`src/rtl/tilt_motion_ctl_if.sv`:
```
// Tilt-to-motion bundle: tilt/freeze controls in, step strobes,
// positions, velocities and wall hits out.
interface tilt_motion_ctl_if;
   logic [3:0] tilt;
   logic       freeze;
   logic       x_inc;
   logic       x_dec;
   logic       y_inc;
   logic       y_dec;
   logic [9:0] x_pos;
   logic [9:0] y_pos;
   logic [3:0] vel_x;
   logic [3:0] vel_y;
   logic [3:0] wall;

   modport master (
      output tilt, freeze,
      input  x_inc, x_dec, y_inc, y_dec,
      input  x_pos, y_pos, vel_x, vel_y, wall
   );

   modport slave (
      input  tilt, freeze,
      output x_inc, x_dec, y_inc, y_dec,
      output x_pos, y_pos, vel_x, vel_y, wall
   );
endinterface

```
`src/rtl/tilt_motion_ctl.sv`:
```
// Tilt code to ball motion: per-axis ramping velocity, phase
// accumulator stepping, bounded position and wall-hit strobes.
module tilt_motion_ctl #(
   parameter int SYSCLK_FREQUENCY_HZ = 100000000,
   parameter int TICK_HZ             = 1000,
   parameter int ACCEL_TICKS         = 50,
   parameter int MAX_SPEED           = 7,
   parameter int STEP_THRESH         = 8,
   parameter int POS_MAX             = 639,
   parameter int X_INIT              = 320,
   parameter int Y_INIT              = 240
) (
   input  logic SYSCLK,
   input  logic reset2,
   tilt_motion_ctl_if.slave bus
);

   localparam int TICK_DIV = SYSCLK_FREQUENCY_HZ / TICK_HZ;
   localparam int CW = $clog2(TICK_DIV);
   localparam int AW = (ACCEL_TICKS > 1) ? $clog2(ACCEL_TICKS) : 1;
   localparam logic [CW-1:0] DIV_LAST = CW'(TICK_DIV - 1);
   localparam logic [AW-1:0] ACC_LAST = AW'(ACCEL_TICKS - 1);
   localparam logic [3:0] VMAX = 4'(MAX_SPEED);
   localparam logic [3:0] VMIN = 4'(-MAX_SPEED);
   localparam logic [4:0] THR  = 5'(STEP_THRESH);
   localparam logic [9:0] PMAX = 10'(POS_MAX);

   typedef struct packed {
      logic [3:0] v;
      logic [3:0] ph;
      logic [9:0] pos;
   } axis_t;

   typedef struct packed {
      axis_t st;
      logic  inc;
      logic  dec;
      logic  wlo;
      logic  whi;
   } axis_res_t;

   // Stepping uses the velocity held before this tick's update.
   function automatic axis_res_t axis_next(
      axis_t cur, logic neg, logic posd, logic vupd
   );
      axis_res_t  r;
      logic [3:0] absv;
      logic [3:0] vn;
      logic [4:0] s;
      logic [4:0] rem;
      logic       vneg;
      logic       vpos;
      r      = '0;
      r.st   = cur;
      vneg   = cur.v[3];
      vpos   = !cur.v[3] && (cur.v != 4'd0);
      absv   = vneg ? (4'd0 - cur.v) : cur.v;
      s      = {1'b0, cur.ph} + {1'b0, absv};
      rem    = s - THR;
      vn     = cur.v;
      if (vupd) begin
         if (posd && !neg)
            vn = (cur.v == VMAX) ? cur.v : cur.v + 4'd1;
         else if (neg && !posd)
            vn = (cur.v == VMIN) ? cur.v : cur.v - 4'd1;
         else if (vpos)
            vn = cur.v - 4'd1;
         else if (vneg)
            vn = cur.v + 4'd1;
      end
      r.st.v = vn;
      if (cur.v != 4'd0) begin
         if (s >= THR) begin
            if (vpos && cur.pos == PMAX) begin
               r.st.v  = 4'd0;
               r.st.ph = 4'd0;
               r.whi   = 1'b1;
            end else if (vneg && cur.pos == 10'd0) begin
               r.st.v  = 4'd0;
               r.st.ph = 4'd0;
               r.wlo   = 1'b1;
            end else begin
               r.st.ph = rem[3:0];
               if (vpos) begin
                  r.st.pos = cur.pos + 10'd1;
                  r.inc    = 1'b1;
               end else begin
                  r.st.pos = cur.pos - 10'd1;
                  r.dec    = 1'b1;
               end
            end
         end else begin
            r.st.ph = s[3:0];
         end
      end
      return r;
   endfunction

   logic [CW-1:0] presc_q, presc_d;
   logic [AW-1:0] acc_q, acc_d;
   axis_t         x_q, x_d;
   axis_t         y_q, y_d;
   logic          xinc_q, xinc_d;
   logic          xdec_q, xdec_d;
   logic          yinc_q, yinc_d;
   logic          ydec_q, ydec_d;
   logic [3:0]    wall_q, wall_d;

   logic      tick;
   logic      run;
   logic      vupd;
   axis_res_t xr;
   axis_res_t yr;

   always_comb begin
      tick    = (presc_q == DIV_LAST);
      presc_d = tick ? '0 : presc_q + CW'(1);
      run     = tick && !bus.freeze;
      vupd    = run && (acc_q == ACC_LAST);
      acc_d   = acc_q;
      if (run)
         acc_d = (acc_q == ACC_LAST) ? '0 : acc_q + AW'(1);
      xr     = axis_next(x_q, bus.tilt[0], bus.tilt[1], vupd);
      yr     = axis_next(y_q, bus.tilt[2], bus.tilt[3], vupd);
      x_d    = x_q;
      y_d    = y_q;
      xinc_d = 1'b0;
      xdec_d = 1'b0;
      yinc_d = 1'b0;
      ydec_d = 1'b0;
      wall_d = 4'd0;
      if (run) begin
         x_d    = xr.st;
         y_d    = yr.st;
         xinc_d = xr.inc;
         xdec_d = xr.dec;
         yinc_d = yr.inc;
         ydec_d = yr.dec;
         wall_d = {yr.whi, yr.wlo, xr.whi, xr.wlo};
      end
   end

   always_ff @(posedge SYSCLK) begin
      if (!reset2) begin
         presc_q <= '0;
         acc_q   <= '0;
         x_q     <= '{v: 4'd0, ph: 4'd0, pos: 10'(X_INIT)};
         y_q     <= '{v: 4'd0, ph: 4'd0, pos: 10'(Y_INIT)};
         xinc_q  <= 1'b0;
         xdec_q  <= 1'b0;
         yinc_q  <= 1'b0;
         ydec_q  <= 1'b0;
         wall_q  <= 4'd0;
      end else begin
         presc_q <= presc_d;
         acc_q   <= acc_d;
         x_q     <= x_d;
         y_q     <= y_d;
         xinc_q  <= xinc_d;
         xdec_q  <= xdec_d;
         yinc_q  <= yinc_d;
         ydec_q  <= ydec_d;
         wall_q  <= wall_d;
      end
   end

   assign bus.x_inc = xinc_q;
   assign bus.x_dec = xdec_q;
   assign bus.y_inc = yinc_q;
   assign bus.y_dec = ydec_q;
   assign bus.x_pos = x_q.pos;
   assign bus.y_pos = y_q.pos;
   assign bus.vel_x = x_q.v;
   assign bus.vel_y = y_q.v;
   assign bus.wall  = wall_q;

endmodule
```
`src/flat_wrapper.sv`:
```
// flat-port wrapper written by rule: the top's interface ports become plain ports
module tilt_motion_ctl_flat 
#(
   parameter int SYSCLK_FREQUENCY_HZ = 100000000,
   parameter int TICK_HZ             = 1000,
   parameter int ACCEL_TICKS         = 50,
   parameter int MAX_SPEED           = 7,
   parameter int STEP_THRESH         = 8,
   parameter int POS_MAX             = 639,
   parameter int X_INIT              = 320,
   parameter int Y_INIT              = 240
)
  (SYSCLK, reset2, bus_tilt, bus_freeze, bus_x_inc, bus_x_dec, bus_y_inc, bus_y_dec, bus_x_pos, bus_y_pos, bus_vel_x, bus_vel_y, bus_wall);
  tilt_motion_ctl_if bus_i ();
  input  logic SYSCLK;
  input  logic reset2;
  input wire logic [$bits(bus_i.tilt)-1:0] bus_tilt;
  input wire logic [$bits(bus_i.freeze)-1:0] bus_freeze;
  output wire logic [$bits(bus_i.x_inc)-1:0] bus_x_inc;
  output wire logic [$bits(bus_i.x_dec)-1:0] bus_x_dec;
  output wire logic [$bits(bus_i.y_inc)-1:0] bus_y_inc;
  output wire logic [$bits(bus_i.y_dec)-1:0] bus_y_dec;
  output wire logic [$bits(bus_i.x_pos)-1:0] bus_x_pos;
  output wire logic [$bits(bus_i.y_pos)-1:0] bus_y_pos;
  output wire logic [$bits(bus_i.vel_x)-1:0] bus_vel_x;
  output wire logic [$bits(bus_i.vel_y)-1:0] bus_vel_y;
  output wire logic [$bits(bus_i.wall)-1:0] bus_wall;
  assign bus_i.tilt = bus_tilt;
  assign bus_i.freeze = bus_freeze;
  assign bus_x_inc = bus_i.x_inc;
  assign bus_x_dec = bus_i.x_dec;
  assign bus_y_inc = bus_i.y_inc;
  assign bus_y_dec = bus_i.y_dec;
  assign bus_x_pos = bus_i.x_pos;
  assign bus_y_pos = bus_i.y_pos;
  assign bus_vel_x = bus_i.vel_x;
  assign bus_vel_y = bus_i.vel_y;
  assign bus_wall = bus_i.wall;
  tilt_motion_ctl #(.SYSCLK_FREQUENCY_HZ(SYSCLK_FREQUENCY_HZ), .TICK_HZ(TICK_HZ), .ACCEL_TICKS(ACCEL_TICKS), .MAX_SPEED(MAX_SPEED), .STEP_THRESH(STEP_THRESH), .POS_MAX(POS_MAX), .X_INIT(X_INIT), .Y_INIT(Y_INIT)) u_core (.SYSCLK(SYSCLK), .reset2(reset2), .bus(bus_i));
endmodule
```
`config.mk`:
```
export PLATFORM = sky130hd
export DESIGN_NAME = tilt_motion_ctl_flat
export DESIGN_NICKNAME = d
export VERILOG_FILES = /design/src/rtl/tilt_motion_ctl_if.sv /design/src/rtl/tilt_motion_ctl.sv /design/src/flat_wrapper.sv
export SDC_FILE = /design/constraint.sdc
export NUM_CORES = 1
export LEC_CHECK = 0
export CORE_MARGIN = 2
export CORE_UTILIZATION = 40
export CTS_CLUSTER_DIAMETER = 150
export DETAILED_ROUTE_END_ITERATION = 16
export HOLD_SLACK_MARGIN = 0.02
export PLACE_DENSITY_LB_ADDON = 0.1
export SLEW_MARGIN = 20
export SYNTH_ARGS = -nofsm -noshare
export SYNTH_HDL_FRONTEND = slang
export SYNTH_SLANG_ARGS = --single-unit
```
`constraint.sdc`:
```
create_clock -name SYSCLK -period 3.6 [get_ports SYSCLK]
set_clock_uncertainty 0.1 [all_clocks]
set_input_delay 0.36 -clock SYSCLK [delete_from_list [all_inputs] [get_ports SYSCLK]]
set_output_delay 0.36 -clock SYSCLK [all_outputs]
set_load 0.05 [all_outputs]
```
==> impl_results.md <==
* Outcome: completed
* I/O Buffers at 42
* Max_slew headroom at 50.2%
* Largest net degree at the start of global routing at 22
* Post-Syn Area at ~4700 um2
* Max-cap viol count at 0
* WL final at 10100 um
* Overflow after GRT at 0
* Crit path required time at 3.75 ns
* Vias per inst at 5.36
* RSZ-0062 raised after global routing: false
* GPL Wtd Cong at 0.821
* Post-synth EDFFs at 0
* #FFs+latches synth at 67
* Post-synth ARST share at 0%
* Final hold viol count at 0
* CP peak stage delay at 0.48 ns
* Vias in the first global route at 3680
* Largest family of logic cells by synthesized area: simple AND/OR/NAND/NOR gates
* Slew @ Worst Pin at 0.746 ns
* Final setup vio count at 0
* Sequential share of the synthesized area at ~29%
* Most common cell after layout, fill and taps aside: nor2_1
* Worst VDD drop at 0.260 mV
* DR vias at 3839
* Die W at 112 um
* Pwr dens at 299 nW/um2
* Total number of yosys warnings at 0
* Synth Area in XOR/XNOR at under 10%
* Critical R2R Launch: u_core.bus.vel_x[0]
* Syn Area/Cell at 8.39 um2
* Simple-gate portion of the synthesized area at 26.1%
* Initial antenna violation count at 0
* Wire per inst at 14.1 um
* Core area at between 10000 and 15000 um2
* Post-cts repair resize count at 0
* Primary FF master, synth: dfxtp_1
* DP Cell Count at 703
* Cell Rows at 39
* Synth Net Count at 605
* Syn Inst Count at 557
* Antenna Cells at 0
* CTS tree: built
* Final Hold Slack at 0.367 ns
* Pins Over Slew Limit at 0
* Nets at 619
* Worst skew pair latency at 0.33 ns
* Worst Path Max Fanout at 8
* DP Wirelength at between 7000 and 8000 um
* Critical Path Source: u_core.bus.vel_x[0]
* Max Root-Sink Buffers at 2
* Number of DRC markers in iteration 0 at about 180
* Post-Layout Cell Count at 716
* Worst setup EP type: flop
* Post-synth cell types at 67
* Detail Route Antenna Nets at 0
* TritonCTS Buffers at 9
* CTS root buffer: clkbuf_16
* Chip Height at 112 um
* Critical path startpoint category: flop
* Num ports at 43
* Leak pwr at approximately 2.0 nW
* Final min period at around 3.1 ns
* Detailed Routing Iterations Pass 1 at 4
* Fmax at 318 MHz
* Crit path max-delay family: compound AO/OA/AOI/OAI gates
* Buf/Inv on CP at 2
* Overall Global Routing Usage at 16.8%
* Mux contribution to synthesized area at about 4.8%
* Final period util at 87.5%
* Critical-path cell list: inv_1 -> ha_1 -> nor2b_1 -> nor2_1 -> inv_1 -> ha_1 -> a211oi_1 -> o211ai_1 -> a41oi_1 -> xnor2_1 -> or3_1 -> a21oi_1
* Setup Buffers After CTS at 0
* Most frequent cells in the layout: 74 x nor2_1, 67 x dfxtp_1, 42 x clkdlybuf4s50_1, 39 x nand2_1, 37 x ha_1
* Hold buffer count at cts at 0
* Area of the multi-input gates at 2950 um2
* WP data arrival at 3.30 ns
* Die ar. at 12600 um2
* Worst hold-check path type: flop to flop
* CP max stage cell: dfxtp_1
* First-pass GRT wire length at 17500 um
* Clk sinks at between 60 and 70
* Filler cells at 1132
* Area taken by flip-flops and latches at roughly 1300 um2
* H-tree depth at 3
* Post-route DRC violation count at 0
* Starting Density at 40.9%
* Worst Hold Launch: u_core.presc_q[0]
* Layout area overhead at 12.9%
* Clock transition at the registers of the reported paths at 0.05 ns
* Layout cell share with drive strength beyond 1 at between 6 and 7%
* Setup TNS Final at 0 ns
* Crit Path Category: flop to flop
* Post-synthesis adder-cell area fraction at 11.6%
* Compound-gate portion of the synthesized area at 12.0%
per-layer routing:
metal  vias to the layer above  global-route usage (%)  wire length [um]
met5                         -                       0                 0
met4                         0                    5.77               151
met3                        13                    3.62               326
met2                        62                    27.9              4700
met1                      1795                    21.7              4900
li1                       1969                       -                 -
cell type report:
class / instances / share of cell area, %
Tap cell: 143 / 3.39
Inverter: 22 / 1.57
Timing Repair Buffer: 49 / 8.97
Sequential cell: 67 / 25.4
Clock buffer: 13 / 4.74
Multi-Input combinational cell: 422 / 55.9
flip-flops by register name, indices dropped and copies added (netlist names):
signal / count
u_core.presc_q: 17
u_core.bus.x_pos: 10
u_core.bus.y_pos: 10
u_core.acc_q: 6
u_core.bus.vel_x: 4
u_core.bus.vel_y: 4
u_core.bus.wall: 4
u_core.x_q: 4
u_core.y_q: 4
u_core.bus.x_dec: 1
u_core.bus.x_inc: 1
u_core.bus.y_dec: 1
u_core.bus.y_inc: 1
stage by stage:
step | instance area, um2 | utilization, % | power, W | setup WS, ns
after CTS | 5270 | 46.2 | 0.00161 | 0.433
after global routing | 5270 | 46.2 | 0.00164 | 0.195
after detailed placement | 5020 | 44.0 | 0.000815 | 0.464
after global placement | 5020 | 44.0 | 0.000814 | 0.557
final | 5270 | 46.2 | 0.00158 | 0.451
after floorplan | 4670 | - | 0.000794 | 0.578
cells by family (layout without fill, tap and decap cells):
group | Yosys count | after routing
compound gates | 88 | 88
xor+xnor | 46 | 46
fa+ha+maj | 41 | 41
flops | 67 | 67
mux | 22 | 22
buf+inv | 68 | 84
simple gates | 225 | 225
cell usage after synthesis (3+ instances only):
cell type  number  area, um2
nor2_1         74        278
dfxtp_1        67       1340
nand2_1        39        146
ha_1           37        463
buf_4          30        225
a21oi_1        29        145
xor2_1         24        210
xnor2_1        22        193
inv_1          21       78.8
mux2i_1        20        200
nand3_1        19       95.1
o21ai_0        19       95.1
clkbuf_1       12       45.0
nand4_1        11       68.8
nor2b_1        10       62.6
nor3_1         10       50.1
nand2b_1        6       37.5
nand3b_1        6       45.0
nor4_1          6       37.5
a211oi_1        5       37.5
a21o_1          5       37.5
and2_1          5       31.3
and3_1          5       31.3
o211ai_1        5       37.5
or3_1           5       31.3
a31oi_1         4       25.0
fa_1            4       80.1
nor4b_1         4       35.0
and4_1          3       26.3
o22ai_1         3       18.8
or2_2           3       18.8
power breakdown:
group	switching [W]	leakage (nW)	total [W]	internal, W
clock	0.000305	0.122	0.000779	0.000474
combinational	0.0000322	1.36	0.0000507	0.0000185
sequential	0.00000269	0.540	0.000748	0.000745
total	0.000340	2.02	0.00158	0.00124
final timing paths:
| kind | cells after the start | slack [ns] | end |
|---|---|---|---|
| worst max-delay path | 12 | 0.45 | u_core.bus.x_pos[9] |
| worst min-delay path | 1 | 0.37 | u_core.presc_q[0] |
| worst max register to register | 12 | 0.45 | u_core.bus.x_pos[9] |
| worst min register to register | 1 | 0.37 | u_core.presc_q[0] |
No activity file was read; power rests on OpenSTA's default activity.
